### config.mk
export PLATFORM = sky130hd
export DESIGN_NAME = mcp3008_responder
export DESIGN_NICKNAME = d
export VERILOG_FILES = /design/src/rtl/mcp3008_pkg.sv /design/src/rtl/sync_edge.sv /design/src/rtl/mcp3008_responder.sv
export SDC_FILE = /design/constraint.sdc
export NUM_CORES = 1
export LEC_CHECK = 0
export ABC_AREA = 1
export CORE_AREA = 2 2 100 102
export CTS_BUF_LIST = sky130_fd_sc_hd__clkbuf_4 sky130_fd_sc_hd__clkbuf_8
export DETAILED_ROUTE_END_ITERATION = 12
export DIE_AREA = 0 0 102 104
export PLACE_DENSITY_LB_ADDON = 0.25
export SLEW_MARGIN = 0
export SYNTH_ARGS = -nofsm -noshare
export SYNTH_HDL_FRONTEND = slang
export SYNTH_SLANG_ARGS = --single-unit
### constraint.sdc
create_clock -name clk -period 4.5 [get_ports clk]
set_input_delay 0.675 -clock clk [delete_from_list [all_inputs] [get_ports clk]]
set_output_delay 0.675 -clock clk [all_outputs]
set_load 0.02 [all_outputs]
### src/rtl/mcp3008_pkg.sv
// Shared types and constants for the MCP3008 responder.
//   state_t  : frame FSM states
//   CFG_BITS : config bits after the start bit (SGL/DIFF, D2, D1, D0)
//   CH_W     : channel select width
package mcp3008_pkg;

  localparam int unsigned CFG_BITS = 4;
  localparam int unsigned CH_W     = 3;

  typedef enum logic [2:0] {
    StIdle,
    StWaitStart,
    StConfig,
    StSample,
    StData,
    StTrail
  } state_t;

endpackage

### src/rtl/sync_edge.sv
// Two-flop synchronizer followed by an edge register.
// Ports:
//   i_clk, i_reset : system clock, synchronous active-high reset
//   i_async        : asynchronous input
//   o_sync         : synchronized level
//   o_rise, o_fall : single-cycle pulses on synchronized edges
module sync_edge (
  input  logic i_clk,
  input  logic i_reset,
  input  logic i_async,
  output logic o_sync,
  output logic o_rise,
  output logic o_fall
);

  logic r_meta;
  logic r_sync;
  logic r_prev;

  // All flops reset low. For CS_n this means a select held low across reset
  // yields no rise, so the responder stays disarmed until CS_n goes high.
  always_ff @(posedge i_clk) begin
    if (i_reset) begin
      r_meta <= 1'b0;
      r_sync <= 1'b0;
      r_prev <= 1'b0;
    end else begin
      r_meta <= i_async;
      r_sync <= r_meta;
      r_prev <= r_sync;
    end
  end

  assign o_sync = r_sync;
  assign o_rise = r_sync & ~r_prev;
  assign o_fall = ~r_sync & r_prev;

endmodule

### src/rtl/mcp3008_responder.sv
// SPI responder emulating an MCP3008 ADC.
// Ports:
//   clk, reset : system clock (>= 8x SCLK), synchronous active-high reset
//   SCLK, CS_n, DIN : SPI from initiator (asynchronous to clk)
//   ch_data    : emulated channel codes, sampled when the result is latched
//   DOUT, dout_oe : SPI data to initiator and its drive enable
//   ch_sel, sgl_diff : config fields of the last decoded frame
//   conv_done  : one-clk pulse when B0 has been driven
module mcp3008_responder
  import mcp3008_pkg::*;
#(
  parameter int unsigned N        = 10,
  parameter int unsigned CHANNELS = 8
) (
  input  logic                         clk,
  input  logic                         reset,
  input  logic                         SCLK,
  input  logic                         CS_n,
  input  logic                         DIN,
  input  logic [CHANNELS-1:0][N-1:0]   ch_data,
  output logic                         DOUT,
  output logic                         dout_oe,
  output logic [CH_W-1:0]              ch_sel,
  output logic                         sgl_diff,
  output logic                         conv_done
);

  localparam int unsigned MaxCh = 2 ** CH_W;
  localparam int unsigned CntW  = $clog2((N > CFG_BITS) ? N : CFG_BITS);

  logic w_sclk_sync, w_sclk_rise, w_sclk_fall;
  logic w_cs_sync, w_cs_rise, w_cs_fall;
  logic w_unused;

  sync_edge u_sclk_sync (
    .i_clk   (clk),
    .i_reset (reset),
    .i_async (SCLK),
    .o_sync  (w_sclk_sync),
    .o_rise  (w_sclk_rise),
    .o_fall  (w_sclk_fall)
  );

  sync_edge u_cs_sync (
    .i_clk   (clk),
    .i_reset (reset),
    .i_async (CS_n),
    .o_sync  (w_cs_sync),
    .o_rise  (w_cs_rise),
    .o_fall  (w_cs_fall)
  );

  assign w_unused = w_sclk_sync ^ w_cs_fall;

  // DIN shares the SCLK synchronizer depth, so it lines up with the rise pulse.
  logic r_din_meta, r_din_sync;

  state_t              r_state, w_state_nxt;
  logic [CntW-1:0]     r_cnt, w_cnt_nxt;
  logic [CFG_BITS-1:0] r_cfg, w_cfg_nxt;
  logic [N-1:0]        r_shift, w_shift_nxt;
  logic                r_dout, w_dout_nxt;
  logic                r_oe, w_oe_nxt;
  logic                r_done, w_done_nxt;
  logic [CH_W-1:0]     r_ch_sel, w_ch_sel_nxt;
  logic                r_sgl_diff, w_sgl_diff_nxt;
  // Set by a CS_n rise; a frame may only start from IDLE once armed, so a
  // frame interrupted by reset is never resumed.
  logic                r_armed, w_armed_nxt;

  // Channel table padded to the full select range; absent channels read 0.
  logic [N-1:0] w_ch [MaxCh];
  for (genvar g = 0; g < MaxCh; g++) begin : g_ch
    if (g < CHANNELS) begin : g_live
      assign w_ch[g] = ch_data[g];
    end else begin : g_absent
      assign w_ch[g] = '0;
    end
  end

  logic [N-1:0] w_pos, w_neg, w_result;
  logic [N:0]   w_diff;

  assign w_pos  = w_ch[r_ch_sel];
  assign w_neg  = w_ch[r_ch_sel ^ CH_W'(1)];
  assign w_diff = {1'b0, w_pos} - {1'b0, w_neg};

  always_comb begin
    if (r_sgl_diff) begin
      w_result = w_pos;
    end else if (w_diff[N]) begin
      w_result = '0;  // IN- above IN+ clamps to zero
    end else begin
      w_result = w_diff[N-1:0];
    end
  end

  always_ff @(posedge clk) begin
    if (reset) begin
      r_din_meta <= 1'b0;
      r_din_sync <= 1'b0;
      r_state    <= StIdle;
      r_cnt      <= '0;
      r_cfg      <= '0;
      r_shift    <= '0;
      r_dout     <= 1'b0;
      r_oe       <= 1'b0;
      r_done     <= 1'b0;
      r_ch_sel   <= '0;
      r_sgl_diff <= 1'b0;
      r_armed    <= 1'b0;
    end else begin
      r_din_meta <= DIN;
      r_din_sync <= r_din_meta;
      r_state    <= w_state_nxt;
      r_cnt      <= w_cnt_nxt;
      r_cfg      <= w_cfg_nxt;
      r_shift    <= w_shift_nxt;
      r_dout     <= w_dout_nxt;
      r_oe       <= w_oe_nxt;
      r_done     <= w_done_nxt;
      r_ch_sel   <= w_ch_sel_nxt;
      r_sgl_diff <= w_sgl_diff_nxt;
      r_armed    <= w_armed_nxt;
    end
  end

  always_comb begin
    w_state_nxt    = r_state;
    w_cnt_nxt      = r_cnt;
    w_cfg_nxt      = r_cfg;
    w_shift_nxt    = r_shift;
    w_dout_nxt     = r_dout;
    w_oe_nxt       = r_oe;
    w_done_nxt     = 1'b0;
    w_ch_sel_nxt   = r_ch_sel;
    w_sgl_diff_nxt = r_sgl_diff;
    w_armed_nxt    = r_armed | w_cs_rise;

    if (w_cs_rise) begin
      // Deselect overrides any SCLK edge seen in the same cycle.
      w_state_nxt = StIdle;
      w_cnt_nxt   = '0;
      w_dout_nxt  = 1'b0;
      w_oe_nxt    = 1'b0;
    end else begin
      unique case (r_state)
        StIdle: begin
          w_dout_nxt = 1'b0;
          w_oe_nxt   = 1'b0;
          if (r_armed && !w_cs_sync) begin
            w_state_nxt = StWaitStart;
            w_armed_nxt = 1'b0;
            w_cnt_nxt   = '0;
          end
        end
        StWaitStart: begin
          if (w_sclk_rise && r_din_sync) begin
            w_state_nxt = StConfig;
            w_cnt_nxt   = '0;
          end
        end
        StConfig: begin
          if (w_sclk_rise) begin
            w_cfg_nxt = {r_cfg[CFG_BITS-2:0], r_din_sync};
            if (r_cnt == CntW'(CFG_BITS - 1)) begin
              w_sgl_diff_nxt = w_cfg_nxt[CFG_BITS-1];
              w_ch_sel_nxt   = w_cfg_nxt[CH_W-1:0];
              w_state_nxt    = StSample;
              w_cnt_nxt      = '0;
            end else begin
              w_cnt_nxt = r_cnt + CntW'(1);
            end
          end
        end
        StSample: begin
          if (w_sclk_fall) begin
            w_shift_nxt = w_result;
            w_oe_nxt    = 1'b1;
            w_dout_nxt  = 1'b0;  // null bit
            w_state_nxt = StData;
            w_cnt_nxt   = '0;
          end
        end
        StData: begin
          if (w_sclk_fall) begin
            w_dout_nxt  = r_shift[N-1];
            w_shift_nxt = {r_shift[N-2:0], 1'b0};
            if (r_cnt == CntW'(N - 1)) begin
              w_done_nxt  = 1'b1;
              w_state_nxt = StTrail;
            end else begin
              w_cnt_nxt = r_cnt + CntW'(1);
            end
          end
        end
        StTrail: begin
          if (w_sclk_fall) begin
            w_dout_nxt = 1'b0;
          end
        end
        default: begin
          w_state_nxt = StIdle;
        end
      endcase
    end
  end

  assign DOUT      = r_dout;
  assign dout_oe   = r_oe;
  assign ch_sel    = r_ch_sel;
  assign sgl_diff  = r_sgl_diff;
  assign conv_done = r_done;

endmodule

# Word-level counts from Yosys, hierarchy flattened
# Cells that the tools add are included.
# word_totals
output_inout_bits	7
word_cells	106
register_bits	36
inputBits	85
# op_classes
muxes	36
n_eq_ne	16
bitwise_logic	14
reduce_logical	18
magnitude_cmp	2
n_addsub	2
# op_table
cell	count
10-bit two-way mux	8
10-bit binary-select mux with 3-bit select	2
4-bit two-way mux	7
3-bit two-way mux	7
10-bit one-hot mux with 2 select lines	1
4-bit one-hot mux with 5 select lines	1
3-bit one-hot mux with 6 select lines	1
2-bit != test, second input constant	6
10-bit by 10-bit subtractor with 11-bit output	1
4-bit greater-or-equal comparator, second input constant	2
1-bit NOT	8
3-bit NOT with 4-bit output	2
4-bit AND reduction	2
8-bit AND reduction	1
1-bit two-way mux	7
7-bit AND reduction	1
3-bit by 2-bit == test with 1-bit output, second input constant	2
3-bit == test, second input constant	2
2-bit by 1-bit != test with 1-bit output, second input constant	3
3-bit AND reduction	2
5-bit nonzero test	1
4-bit by 1-bit adder with 4-bit output, second input constant	1
4-bit by 2-bit == test with 1-bit output, second input constant	1
4-bit == test, second input constant	1
13 further kinds	18

# Logic depth before layout (Yosys ltp)
# Gate-level depths: netlist (run 1).
# depth
word_depth	10
depth_mapped	21
depth_no_buf	19

# Cells and area by module
# From an unflattened synthesis (run 1), not the netlist that was laid out.
# hier_totals
hier_cells	665
hier_area_um2	3777.4
# modules_own_cells
module	seq_area_each_um2	area_each_um2	cells_each	n_inst
mcp3008_responder	600.6	3589.7	641	1
sync_edge	60.1	93.8	12	2

# Worst setup path before layout (run 1)
# No wires, ideal clock.
# synth_path
kind	reg-to-reg
startpoint	reg r_ch_sel[0], in the netlist ch_sel[0]
endpoint	reg r_shift[6]
t_arrival_ns	2.557
period_less_slack_ns	2.692
setup_ns	0.135
path_buffers	3
required_ns	4.365
path_stages_with_launch	18
slack_ns	1.808
path_cell_list	dfxtp_1 buf_2 buf_2 clkbuf_1 o211ai_1 nand3_1 o21ai_0 ha_1 a21oi_1 nand2_1 nand2_1 nand3_1 nand2_1 inv_2 nand2_1 nand3_1 nand2_1 a21oi_1
# synth_between
elab_chain_cells	10
elab_cells_between_ends	14
classes_between	add/sub (1); mux (10); bitwise (3)
# synth_rtl
item	line_no	rtl
start: declaration	mcp3008_responder.sv:65	logic [CH_W-1:0] r_ch_sel, w_ch_sel_nxt;
start signal: assignment	mcp3008_responder.sv:122	r_ch_sel <= w_ch_sel_nxt;
1-bit NOT (no source line)	-	
3-bit NOT with 4-bit output (not written as such)	mcp3008_responder.sv:85	assign w_neg = w_ch[r_ch_sel ^ CH_W'(1)];
10-bit binary-select mux with 3-bit select	mcp3008_responder.sv:85	
10-bit two-way mux (not written as such) (2 in a row)	mcp3008_responder.sv:85	
10-bit by 10-bit subtractor with 11-bit output	mcp3008_responder.sv:86	assign w_diff = {1'b0, w_pos} - {1'b0, w_neg};
10-bit two-way mux	mcp3008_responder.sv:91	end else if (w_diff[N]) begin
10-bit two-way mux *	mcp3008_responder.sv:89	if (r_sgl_diff) begin
10-bit two-way mux *	mcp3008_responder.sv:177	if (w_sclk_fall) begin
10-bit one-hot mux with 2 select lines *	mcp3008_responder.sv:147	unique case (r_state)
end signal: assignment	mcp3008_responder.sv:118	r_shift <= w_shift_nxt;
end: declaration	mcp3008_responder.sv:61	logic [N-1:0] r_shift, w_shift_nxt;
# Every way passes the cells marked *; elsewhere a longest branch is shown, timed or not. The select of a mux whose other input is x is not followed.
# A chain may end at the register's enable or synchronous reset.

# Worst setup path after layout (run 1)
# layout_path
startpoint	reg r_ch_sel[1], in the netlist ch_sel[1]
endpoint	reg r_shift[6]
# layout_between
elab_chain_cells	9
elab_cells_between_ends	13
classes_between	add/sub (1); mux (10); bitwise (2)
# layout_rtl
item	line_no
3-bit NOT with 4-bit output, on equally long branches	mcp3008_responder.sv:84, mcp3008_responder.sv:85
10-bit binary-select mux with 3-bit select, on equally long branches	mcp3008_responder.sv:84, mcp3008_responder.sv:85
10-bit two-way mux, on equally long branches (2 in a row)	mcp3008_responder.sv:84, mcp3008_responder.sv:85
10-bit by 10-bit subtractor with 11-bit output	mcp3008_responder.sv:86
10-bit two-way mux	mcp3008_responder.sv:91
10-bit two-way mux *	mcp3008_responder.sv:89
10-bit two-way mux *	mcp3008_responder.sv:177
10-bit one-hot mux with 2 select lines *	mcp3008_responder.sv:147
# Marked as above.

==> impl_metrics.py, run 1 <==
metrics = {
    "sta": {
        "post-route-period-util_pct": 77.24,
        "max_slew_margin_pct": 29.31,
        "final_max_slew_viol_count": 0,
        "max_clock_freq_mhz": 287.7,
        "timing.final.setup_violations": 0,
        "fin_worst_skew_ns": 0.004412,
        "final_critical_path_setup_slack_ns": 1.024,
        "max_slew.worst_pin.slew_ns": 1.060,
        "rsz_0062_raised_after_global_routing": "false",
        "report.final.hold_viol_count": 0,
        "finalWorstPathRequiredPeriod_ns": 3.476,
        "final.setup.tns_ns": 0,
    },
    "grt": {
        "grt_antenna_before_repair": 0,
        "grt.overflow.total": 0,
        "grt_util_all_layers_pct": 20.38,
        "grt_pass1_vias": 3972,
        "grt_first_pass_wirelength_um": 18120,
        "largest_net_degree_at_the_start_of_global_routing": 85,
    },
    "routing": {
        "drt_first_iter_violations": 340,
        "routed_wirelength_um": 11170,
        "ant_nets": 0,
        "pre_antenna_drt_iters": 5,
        "routed-via-count": 4371,
        "routedWlPerCell_um": 13.26,
        "post-route-drc-count": 0,
        "detail_route.vias_per_cell": 5.185,
    },
    "synthesis": {
        "post_synthesis_cell_area_um2": 3719,
        "cell_accounting_for_the_most_synthesized_area": "dfxtp_1",
        "async_reset_ff_share_pct": 0,
        "synthesis.yosys.warnings": 0,
        "yosysMostFrequentCell": "nand2_1",
        "yosys_register_bits": 36,
        "synth.cells.most_frequent": "nand2_1, o21ai_0, inv_1",
        "syn-mean-instance-area_um2": 5.765,
        "area_share_of_the_largest_cell_type_after_synthesis_pct": 19.38,
        "synth_top_area_cells": "dfxtp_1, o21ai_0, nand2_1, a21oi_1, nand3_1",
        "synth.yosys.seq_area_share_pct": 19.38,
        "netlist-cell-type-count": 38,
        "synth-main-ff-cell": "dfxtp_1",
        "post_synth_inst_count": 645,
        "number_of_flops_mapped_to_enable_cells_by_yosys": 0,
        "mappedNetlistNets": 743,
    },
    "floorplanning": {
        "design.portCount": 92,
        "width_of_the_die_um": 102,
        "effective_utilization_at_floorplan_pct": 38.94,
        "design.die.area_um2": 10610,
        "die_span_in_y_um": 104,
        "floorplan.core_area_um2": 9549,
        "placement_rows": 36,
    },
    "place": {
        "pre_cts_slack_ns": 1.060,
        "post-dp-hpwl_um": 8350,
        "io_buffer_count": 91,
        "place_congestion": 0.9102,
    },
    "worst_setup_path": {
        "worst-r2r-cell-count": 19,
        "critical_path.slowest_cell": "dfxtp_2",
        "critical_path.max_stage_delay_ns": 1.02,
        "crit_arrival_ns": 3.62,
        "path_cells": "inv_2 -> a21oi_1 -> o21ai_0 -> nand2_1 -> nor2_1 -> a31oi_1 -> ha_1 -> fa_1 -> inv_1 -> nand3_1 -> nand3_1 -> nand2_1 -> nand2_1 -> nand2_1 -> nand2_1 -> nand2_1 -> nand3_1 -> nand2_1 -> a21oi_1",
        "ff2ff_setup_slack_ns": 1.02,
        "worstSetupEndpointType": "flip-flop",
        "critical_setup_path_class": "flip-flop to flip-flop",
        "worst-path-buf-inv": 2,
        "startpoint_type": "flip-flop",
        "cp_top_family": "flip-flops",
        "worstPathMaxFanout": 62,
        "cell_with_the_most_instances_on_the_worst_path": "nand2_1",
        "required_ns": 4.64,
        "r2r_end": "r_shift[6]$_SDFFE_PP0P_",
        "timing.rr.start": "ch_sel[1]$_SDFFE_PP0P_",
    },
    "clocking": {
        "sinks_on_the_clock_net": 36,
        "cts.hold.buffers_added": 0,
        "cts_max_path_buffers": 2,
        "worst_setup_hold_path_clk_slew_ns": 0.07,
        "cts_made_buffers": 5,
        "clk_latency_ns": 0.29,
        "htree_num_levels": 2,
        "cts_setup_buffers": 0,
        "postCtsResizedCells": 0,
        "cts_tree": "done",
        "cts-root-buf": "clkbuf_8",
    },
    "cells_and_area": {
        "finalNetCount": 807,
        "syn_to_final_growth_pct": 28.67,
        "fillers": 994,
        "drive_above_1_share_pct": 5.775,
        "n_antenna_cell": 0,
    },
    "min_path": {
        "holdPathEnd": "u_cs_sync.o_sync$_SDFF_PP0_",
        "holdPathStages": 2,
        "hold_path.startpoint": "u_cs_sync.r_meta$_SDFF_PP0_",
        "hold_path.class": "flip-flop to flip-flop",
    },
    "run": {
        "cap_violations": 0,
    },
    "pwr": {
        "static-leakage-power_nw": 1.972,
        "power_density_over_the_cells_nw_per_um2": 244.9,
        "ir_drop_mv": 0.2729,
    },
    "status": {
        "outcome": "complete, no violations",
    },
}
==> registers in the layout, indices dropped and copies added (netlist names) <==
register            flops
u_sclk_sync.o_sync      1
r_state                 3
r_cfg                   3
r_cnt                   4
u_cs_sync.r_prev        1
u_cs_sync.r_meta        1
r_shift                10
r_din_meta              1
DOUT                    1
u_sclk_sync.r_meta      1
conv_done               1
u_sclk_sync.r_prev      1
u_cs_sync.o_sync        1
sgl_diff                1
ch_sel                  3
dout_oe                 1
r_armed                 1
r_din_sync              1
==> cell families after synthesis <==
kind of cell | count (synthesis) | share of synthesized area, %
adder cells (fa/ha/maj) | 13 | 4.576
XOR/XNOR | 3 | 0.7067
AO/OA/AOI/OAI | 204 | 29.91
flip-flops | 36 | 19.38
buffers and inverters | 126 | 13.69
AND/OR/NAND/NOR | 263 | 31.73
==> stage by stage <==
stage                     utilization (%)  hold slack [ns]  instance area, um^2  power, mW  std cells
after floorplan                         -           0.3883                 3719     0.7104        645
after global placement              48.78           0.3914                 4658     0.8544        835
after detailed placement            48.78           0.3953                 4658     0.8628        835
after CTS                           50.10           0.4046                 4785      1.176        843
after global routing                50.10           0.4246                 4785      1.255        843
final                               50.10           0.4018                 4785      1.172        843
==> layout make-up <==
type | count | area (um^2) | area share (%)
flip-flops and latches | 36 | 723.2 | 15.12
inverters | 89 | 334.1 | 6.982
well taps | 133 | 166.4 | 3.478
clock buffers | 7 | 96.34 | 2.014
clock inverters | 1 | 30.03 | 0.6276
multi-input cells | 483 | 2489 | 52.01
repair buffers | 94 | 945.9 | 19.77
==> worst reg2reg max path, stage by stage (launching register included) <==
cell     delay [ns]
dfxtp_2        1.02
inv_2          0.40
a21oi_1        0.23
o21ai_0        0.11
nand2_1        0.07
nor2_1         0.04
a31oi_1        0.19
ha_1           0.21
fa_1           0.24
inv_1          0.09
nand3_1        0.07
nand3_1        0.13
nand2_1        0.11
nand2_1        0.05
nand2_1        0.06
nand2_1        0.04
nand2_1        0.05
nand3_1        0.06
nand2_1        0.07
a21oi_1        0.05
==> metal layers <==
| layer | share of wire, % | vias up | track usage (%) |
|---|---|---|---|
| met2 | 42 | 163 | 30.83 |
| met4 | 1.2 | 0 | 5.619 |
| met5 | 0 | - | 0 |
| met1 | 49 | 1928 | 29.95 |
| li1 | - | 2267 | - |
| met3 | 7.6 | 13 | 2.890 |
==> how the worst max path moves through the flow <==
stage | start | endpoint | slack (ns) | cells past startpoint
floorplan | ch_sel[0]$_SDFFE_PP0P_ | r_shift[6]$_SDFFE_PP0P_ | 1.81 | 17
detailed placement | ch_sel[1]$_SDFFE_PP0P_ | r_shift[6]$_SDFFE_PP0P_ | 1.06 | 19
CTS | ch_sel[1]$_SDFFE_PP0P_ | r_shift[6]$_SDFFE_PP0P_ | 1.04 | 19
global placement | ch_sel[1]$_SDFFE_PP0P_ | r_shift[6]$_SDFFE_PP0P_ | 1.22 | 19
finish | ch_sel[1]$_SDFFE_PP0P_ | r_shift[6]$_SDFFE_PP0P_ | 1.02 | 19
global route | ch_sel[1]$_SDFFE_PP0P_ | r_shift[6]$_SDFFE_PP0P_ | 0.60 | 19
==> power by group <==
| group | switching, mW | internal [mW] | total, mW |
|---|---|---|---|
| registers | 0.0321 | 0.342 | 0.374 |
| logic | 0.284 | 0.204 | 0.488 |
| clock network | 0.114 | 0.195 | 0.309 |
==> layout by cell type (no fill, tap or decap), types with 5 or more instances in the layout <==
master | Yosys | routed
a21oi_1 | 78 | 78
inv_2 | 9 | 9
ha_1 | 12 | 12
nand3_1 | 60 | 60
nand2_1 | 116 | 116
clkdlybuf4s50_1 | 0 | 91
inv_1 | 79 | 79
and2_1 | 5 | 5
nor2_1 | 62 | 62
o211ai_1 | 17 | 17
clkbuf_8 | 0 | 7
dfxtp_1 | 36 | 34
o21ai_0 | 87 | 87
Power figures use the tool's default switching activity.
==> run 2: changes to the inputs <==
==> constraint.sdc (replaced) <==
create_clock -name clk -period 3.38 [get_ports clk]
set_input_delay 0.507 -clock clk [delete_from_list [all_inputs] [get_ports clk]]
set_output_delay 0.507 -clock clk [all_outputs]
set_load 0.02 [all_outputs]
==> impl_metrics.py, run 2 (synthesized netlist as in run 1, its figures left out) <==
metrics = {
    "worst_setup_path": {
        "startpoint_type": "flip-flop",
        "worstSetupEndpointType": "flip-flop",
        "worst-r2r-cell-count": 20,
        "required_ns": 3.60,
        "worstPathMaxFanout": 23,
        "critical_setup_path_class": "flip-flop to flip-flop",
        "crit_arrival_ns": 3.22,
    },
    "place": {
        "post-dp-hpwl_um": 8534,
        "io_buffer_count": 91,
        "place_congestion": 0.8740,
    },
    "status": {
        "outcome": "complete, no violations",
    },
    "sta": {
        "max_slew.worst_pin.slew_ns": 0.7324,
        "post-route-period-util_pct": 88.56,
        "final.setup.tns_ns": 0,
        "final_max_slew_viol_count": 0,
        "fin_worst_skew_ns": 0.007849,
        "max_clock_freq_mhz": 334.1,
        "finalWorstPathRequiredPeriod_ns": 2.993,
        "report.final.hold_viol_count": 0,
        "timing.final.setup_violations": 0,
        "max_slew_margin_pct": 51.05,
        "rsz_0062_raised_after_global_routing": "false",
    },
    "clocking": {
        "sinks_on_the_clock_net": 36,
        "cts_tree": "done",
        "worst_setup_hold_path_clk_slew_ns": 0.07,
        "cts_made_buffers": 5,
        "cts_max_path_buffers": 2,
        "cts.hold.buffers_added": 0,
        "htree_num_levels": 2,
        "postCtsResizedCells": 0,
        "cts-root-buf": "clkbuf_8",
        "clk_latency_ns": 0.29,
        "cts_setup_buffers": 0,
    },
    "routing": {
        "pre_antenna_drt_iters": 5,
        "drt_first_iter_violations": 297,
        "routed-via-count": 4321,
        "routed_wirelength_um": 11300,
        "ant_nets": 0,
        "post-route-drc-count": 0,
        "routedWlPerCell_um": 13.31,
        "detail_route.vias_per_cell": 5.090,
    },
    "floorplanning": {
        "design.portCount": 92,
        "floorplan.core_area_um2": 9549,
        "width_of_the_die_um": 102,
        "die_span_in_y_um": 104,
        "design.die.area_um2": 10610,
        "effective_utilization_at_floorplan_pct": 38.94,
        "placement_rows": 36,
    },
    "cells_and_area": {
        "n_antenna_cell": 0,
        "registers.top_by_ff_count": "r_shift",
        "largest_register_ffs": 10,
        "mostFrequentLayoutCells": "nand2_1, clkdlybuf4s50_1, o21ai_0, inv_1, a21oi_1",
        "ff_latch_area_um2": 723.2,
        "fillers": 989,
        "final_common_cell": "nand2_1",
        "multi_input_gate_area_in_the_final_layout_um2": 2489,
        "drive_above_1_share_pct": 6.564,
        "syn_to_final_growth_pct": 29.44,
        "largest_registers_ranked_by_flip_flop_count": "r_shift (10), r_cnt (4)",
        "finalNetCount": 813,
    },
    "run": {
        "cap_violations": 0,
    },
    "pwr": {
        "p_total_mw": 1.480,
        "power_density_over_the_cells_nw_per_um2": 307.4,
        "static-leakage-power_nw": 1.981,
        "ir_drop_mv": 0.2798,
    },
    "min_path": {
        "hold_path.class": "flip-flop to flip-flop",
        "holdPathStages": 2,
    },
    "grt": {
        "grt_pass1_vias": 3934,
        "grt.overflow.total": 0,
        "largest_net_degree_at_the_start_of_global_routing": 85,
        "grt_first_pass_wirelength_um": 18420,
        "grt_util_all_layers_pct": 20.78,
        "grt_antenna_before_repair": 0,
    },
}
-- run 2: routing by layer --
layer  vias up  global-route usage (%)  share of wire, %
met1      1884                   31.08                50
li1       2282                       -                 -
met2       142                   31.58                42
met5         -                       0                 0
met4         0                   4.381              0.97
met3        13                   2.823               6.6
-- run 2: critical path: stages (launching register included) --
cell and delay [ns]:
dfxtp_2 0.34, inv_2 0.28, buf_4 0.26, a21oi_1 0.07, o21ai_0 0.09, nand2_1 0.06
nor2_1 0.08, a31oi_1 0.08, ha_1 0.28, fa_1 0.42, inv_1 0.10, nand3_1 0.07
nand3_1 0.17, nand2_1 0.10, nand2_1 0.07, nand2_1 0.05, nand2_1 0.08, nand2_1 0.06
nand3_1 0.08, nand2_1 0.05, a21oi_1 0.11
-- run 2: final cells by class --
type	count	share of cell area, %
clock buffer	7	1.872
tap	133	3.457
sequential	36	15.02
inverter	89	6.940
clock inverter	1	0.1560
multi-input combinational	483	51.70
timing repair buffer	100	20.85
-- run 2: worst paths after layout --
| kind | startpoint | endpoint | slack (ns) |
|---|---|---|---|
| setup / recovery | ch_sel[0]$_SDFFE_PP0P_ | r_shift[6]$_SDFFE_PP0P_ | 0.39 |
| hold / removal | r_din_meta$_SDFF_PP0_ | r_din_sync$_SDFF_PP0_ | 0.40 |
| setup reg to reg | ch_sel[0]$_SDFFE_PP0P_ | r_shift[6]$_SDFFE_PP0P_ | 0.39 |
| hold reg to reg | r_din_meta$_SDFF_PP0_ | r_din_sync$_SDFF_PP0_ | 0.40 |
-- run 2: report_power, final --
part / internal (mW) / switching (mW) / total, mW
Sequential: 0.456 / 0.0417 / 0.497
Combinational: 0.272 / 0.379 / 0.650
Clock: 0.174 / 0.158 / 0.332
-- run 2: per-stage QoR --
step           cell area, um^2  utilization, %  setup slack (ns)  hold slack (ns)  std cells
6_report                  4813           50.41            0.3866           0.4019        849
5_1_grt                   4813           50.41           0.02240           0.4332        849
4_1_cts                   4813           50.41            0.3999           0.4025        849
3_5_place_dp              4716           49.38            0.3118           0.3924        841
3_3_place_gp              4716           49.38            0.3304           0.3926        841
2_1_floorplan             3719               -            0.6877           0.3883        645
==> run 3: changes to the inputs <==
==> constraint.sdc (replaced) <==
create_clock -name clk -period 3.38 [get_ports clk]
set_input_delay 0.845 -clock clk [delete_from_list [all_inputs] [get_ports clk]]
set_output_delay 0.845 -clock clk [all_outputs]
set_load 0.02 [all_outputs]
==> impl_metrics.py, run 3 (synthesized netlist as in run 1, its figures left out) <==
metrics = {
    "status": {
        "outcome": "complete, no violations",
    },
    "grt": {
        "largest_net_degree_at_the_start_of_global_routing": 85,
        "grt_antenna_before_repair": 0,
        "grt_pass1_vias": 3940,
        "grt_util_all_layers_pct": 20.74,
        "grt_first_pass_wirelength_um": 18370,
        "grt.overflow.total": 0,
    },
    "place": {
        "dpl-instance-area_um2": 4713,
        "place_congestion": 0.9141,
        "numPlacedInstances": 839,
        "post-dp-hpwl_um": 8521,
        "io_buffer_count": 91,
    },
    "routing": {
        "routedWlPerCell_um": 13.26,
        "routed-via-count": 4364,
        "detail_route.vias_per_cell": 5.158,
        "ant_nets": 0,
        "post-route-drc-count": 0,
        "pre_antenna_drt_iters": 5,
        "routed_wirelength_um": 11210,
        "drt_first_iter_violations": 229,
    },
    "cells_and_area": {
        "syn_to_final_growth_pct": 28.94,
        "multi_input_gate_area_in_the_final_layout_um2": 2489,
        "registers.top_by_ff_count": "r_shift",
        "instances_no_fill": 846,
        "largest_registers_ranked_by_flip_flop_count": "r_shift (10), r_cnt (4)",
        "final_design_area_no_fill_um2": 4795,
        "finalNetCount": 811,
        "n_antenna_cell": 0,
        "fillers": 991,
        "largest_register_ffs": 10,
        "ff_latch_area_um2": 723.2,
        "final_common_cell": "nand2_1",
        "mostFrequentLayoutCells": "nand2_1, clkdlybuf4s50_1, o21ai_0, inv_1, a21oi_1",
        "drive_above_1_share_pct": 6.171,
    },
    "floorplanning": {
        "design.portCount": 92,
        "design.die.area_um2": 10610,
        "die_span_in_y_um": 104,
        "floorplan.core_area_um2": 9549,
        "placement_rows": 36,
        "width_of_the_die_um": 102,
        "effective_utilization_at_floorplan_pct": 38.94,
    },
    "worst_setup_path": {
        "worstSetupEndpointType": "flip-flop",
        "crit_path_end": "r_shift[6]$_SDFFE_PP0P_",
        "required_ns": 3.55,
        "crit_arrival_ns": 3.32,
        "ff2ff_setup_slack_ns": 0.45,
        "critical_setup_path_class": "primary input to flip-flop",
        "r2r_end": "r_shift[6]$_SDFFE_PP0P_",
        "timing.rr.start": "ch_sel[0]$_SDFFE_PP0P_",
        "worstPathMaxFanout": 4,
        "worst-r2r-cell-count": 20,
        "startpoint_type": "primary input",
        "timing.critical_path.from": "ch_data[70]",
    },
    "run": {
        "cap_violations": 0,
    },
    "sta": {
        "max_slew_margin_pct": 52.24,
        "post-route-period-util_pct": 93.23,
        "timing.final.setup_violations": 0,
        "max_clock_freq_mhz": 317.3,
        "max_slew.worst_pin.slew_ns": 0.7156,
        "final_max_slew_viol_count": 0,
        "rsz_0062_raised_after_global_routing": "false",
        "fin_worst_skew_ns": 0.008942,
        "finalWorstPathRequiredPeriod_ns": 3.151,
        "report.final.hold_viol_count": 0,
        "fin_hold_ws_ns": 0.4018,
    },
    "clocking": {
        "cts-root-buf": "clkbuf_8",
        "cts_made_buffers": 5,
        "worst_setup_hold_path_clk_slew_ns": 0.07,
        "htree_num_levels": 2,
        "cts_tree": "done",
        "clk_latency_ns": 0.29,
        "cts.hold.buffers_added": 0,
        "sinks_on_the_clock_net": 36,
        "postCtsResizedCells": 0,
        "cts_setup_buffers": 0,
        "cts_max_path_buffers": 2,
    },
    "pwr": {
        "ir_drop_mv": 0.2746,
        "power_density_over_the_cells_nw_per_um2": 301.0,
        "static-leakage-power_nw": 1.972,
    },
    "min_path": {
        "hold_path.class": "flip-flop to flip-flop",
    },
}
## run 3: cell count changes in the layout (fill, tap and decap cells not counted), sizes merged
cell and delta:
clkinv +1, buf -2, clkbuf -2
## run 3: routing by layer
metal	vias up	global-route usage, %	part of all wire (%)
li1	2273	-	-
met1	1937	30.64	49
met2	141	31.91	43
met3	13	2.487	6.7
met4	0	4.952	1.4
met5	-	0	0
## run 3: worst min path at each step
| stage | to | slack [ns] | start | cells after the start |
|---|---|---|---|---|
| 2_1_floorplan | r_din_sync$_SDFF_PP0_ | 0.39 | r_din_meta$_SDFF_PP0_ | 2 |
| 3_3_place_gp | u_cs_sync.o_sync$_SDFF_PP0_ | 0.39 | u_cs_sync.r_meta$_SDFF_PP0_ | 2 |
| 3_5_place_dp | r_din_sync$_SDFF_PP0_ | 0.39 | r_din_meta$_SDFF_PP0_ | 2 |
| 4_1_cts | r_din_sync$_SDFF_PP0_ | 0.40 | r_din_meta$_SDFF_PP0_ | 2 |
| 5_1_grt | u_sclk_sync.o_sync$_SDFF_PP0_ | 0.43 | u_sclk_sync.r_meta$_SDFF_PP0_ | 2 |
| 6_report | r_din_sync$_SDFF_PP0_ | 0.40 | r_din_meta$_SDFF_PP0_ | 2 |
## run 3: worst max-delay path: stages
cell and delay (ns):
clkdlybuf4s50_1 0.46, inv_1 0.05, a21oi_1 0.12, o21ai_0 0.09, nand2_1 0.07, nor2_1 0.04, a31oi_1 0.28, ha_1 0.26
fa_1 0.24, inv_1 0.08, nand3_1 0.07, nand3_1 0.16, nand2_1 0.12, nand2_1 0.05, nand2_1 0.05, nand2_1 0.07
nand2_1 0.07, nand3_1 0.06, nand2_1 0.07, a21oi_1 0.05
## run 3: power by group
group          switching (mW)  internal (mW)  leakage [nW]  total, mW
clock network           0.154          0.139        0.0400      0.293
registers              0.0424          0.456         0.293      0.498
logic                   0.379          0.273          1.64      0.652
## run 3: metrics by stage
stage | power [mW] | TNS (ns) | setup WS (ns) | util (%)
floorplan | 0.9458 | 0 | 0.6877 | -
global placement | 1.139 | -0.0007396 | -0.0007396 | 49.36
detailed placement | 1.151 | -0.02032 | -0.02032 | 49.36
CTS | 1.448 | 0 | 0.2641 | 50.21
global route | 1.554 | 0 | 0.0008054 | 50.21
finish | 1.443 | 0 | 0.2288 | 50.21
## run 3: area by class of cell
type	instances	share of cell area, %
clock buffers	5	1.435
clock inverters	2	0.2610
inverters	89	6.968
multi-input cells	483	51.91
flip-flops and latches	36	15.08
well taps	133	3.471
repair buffers	98	20.88
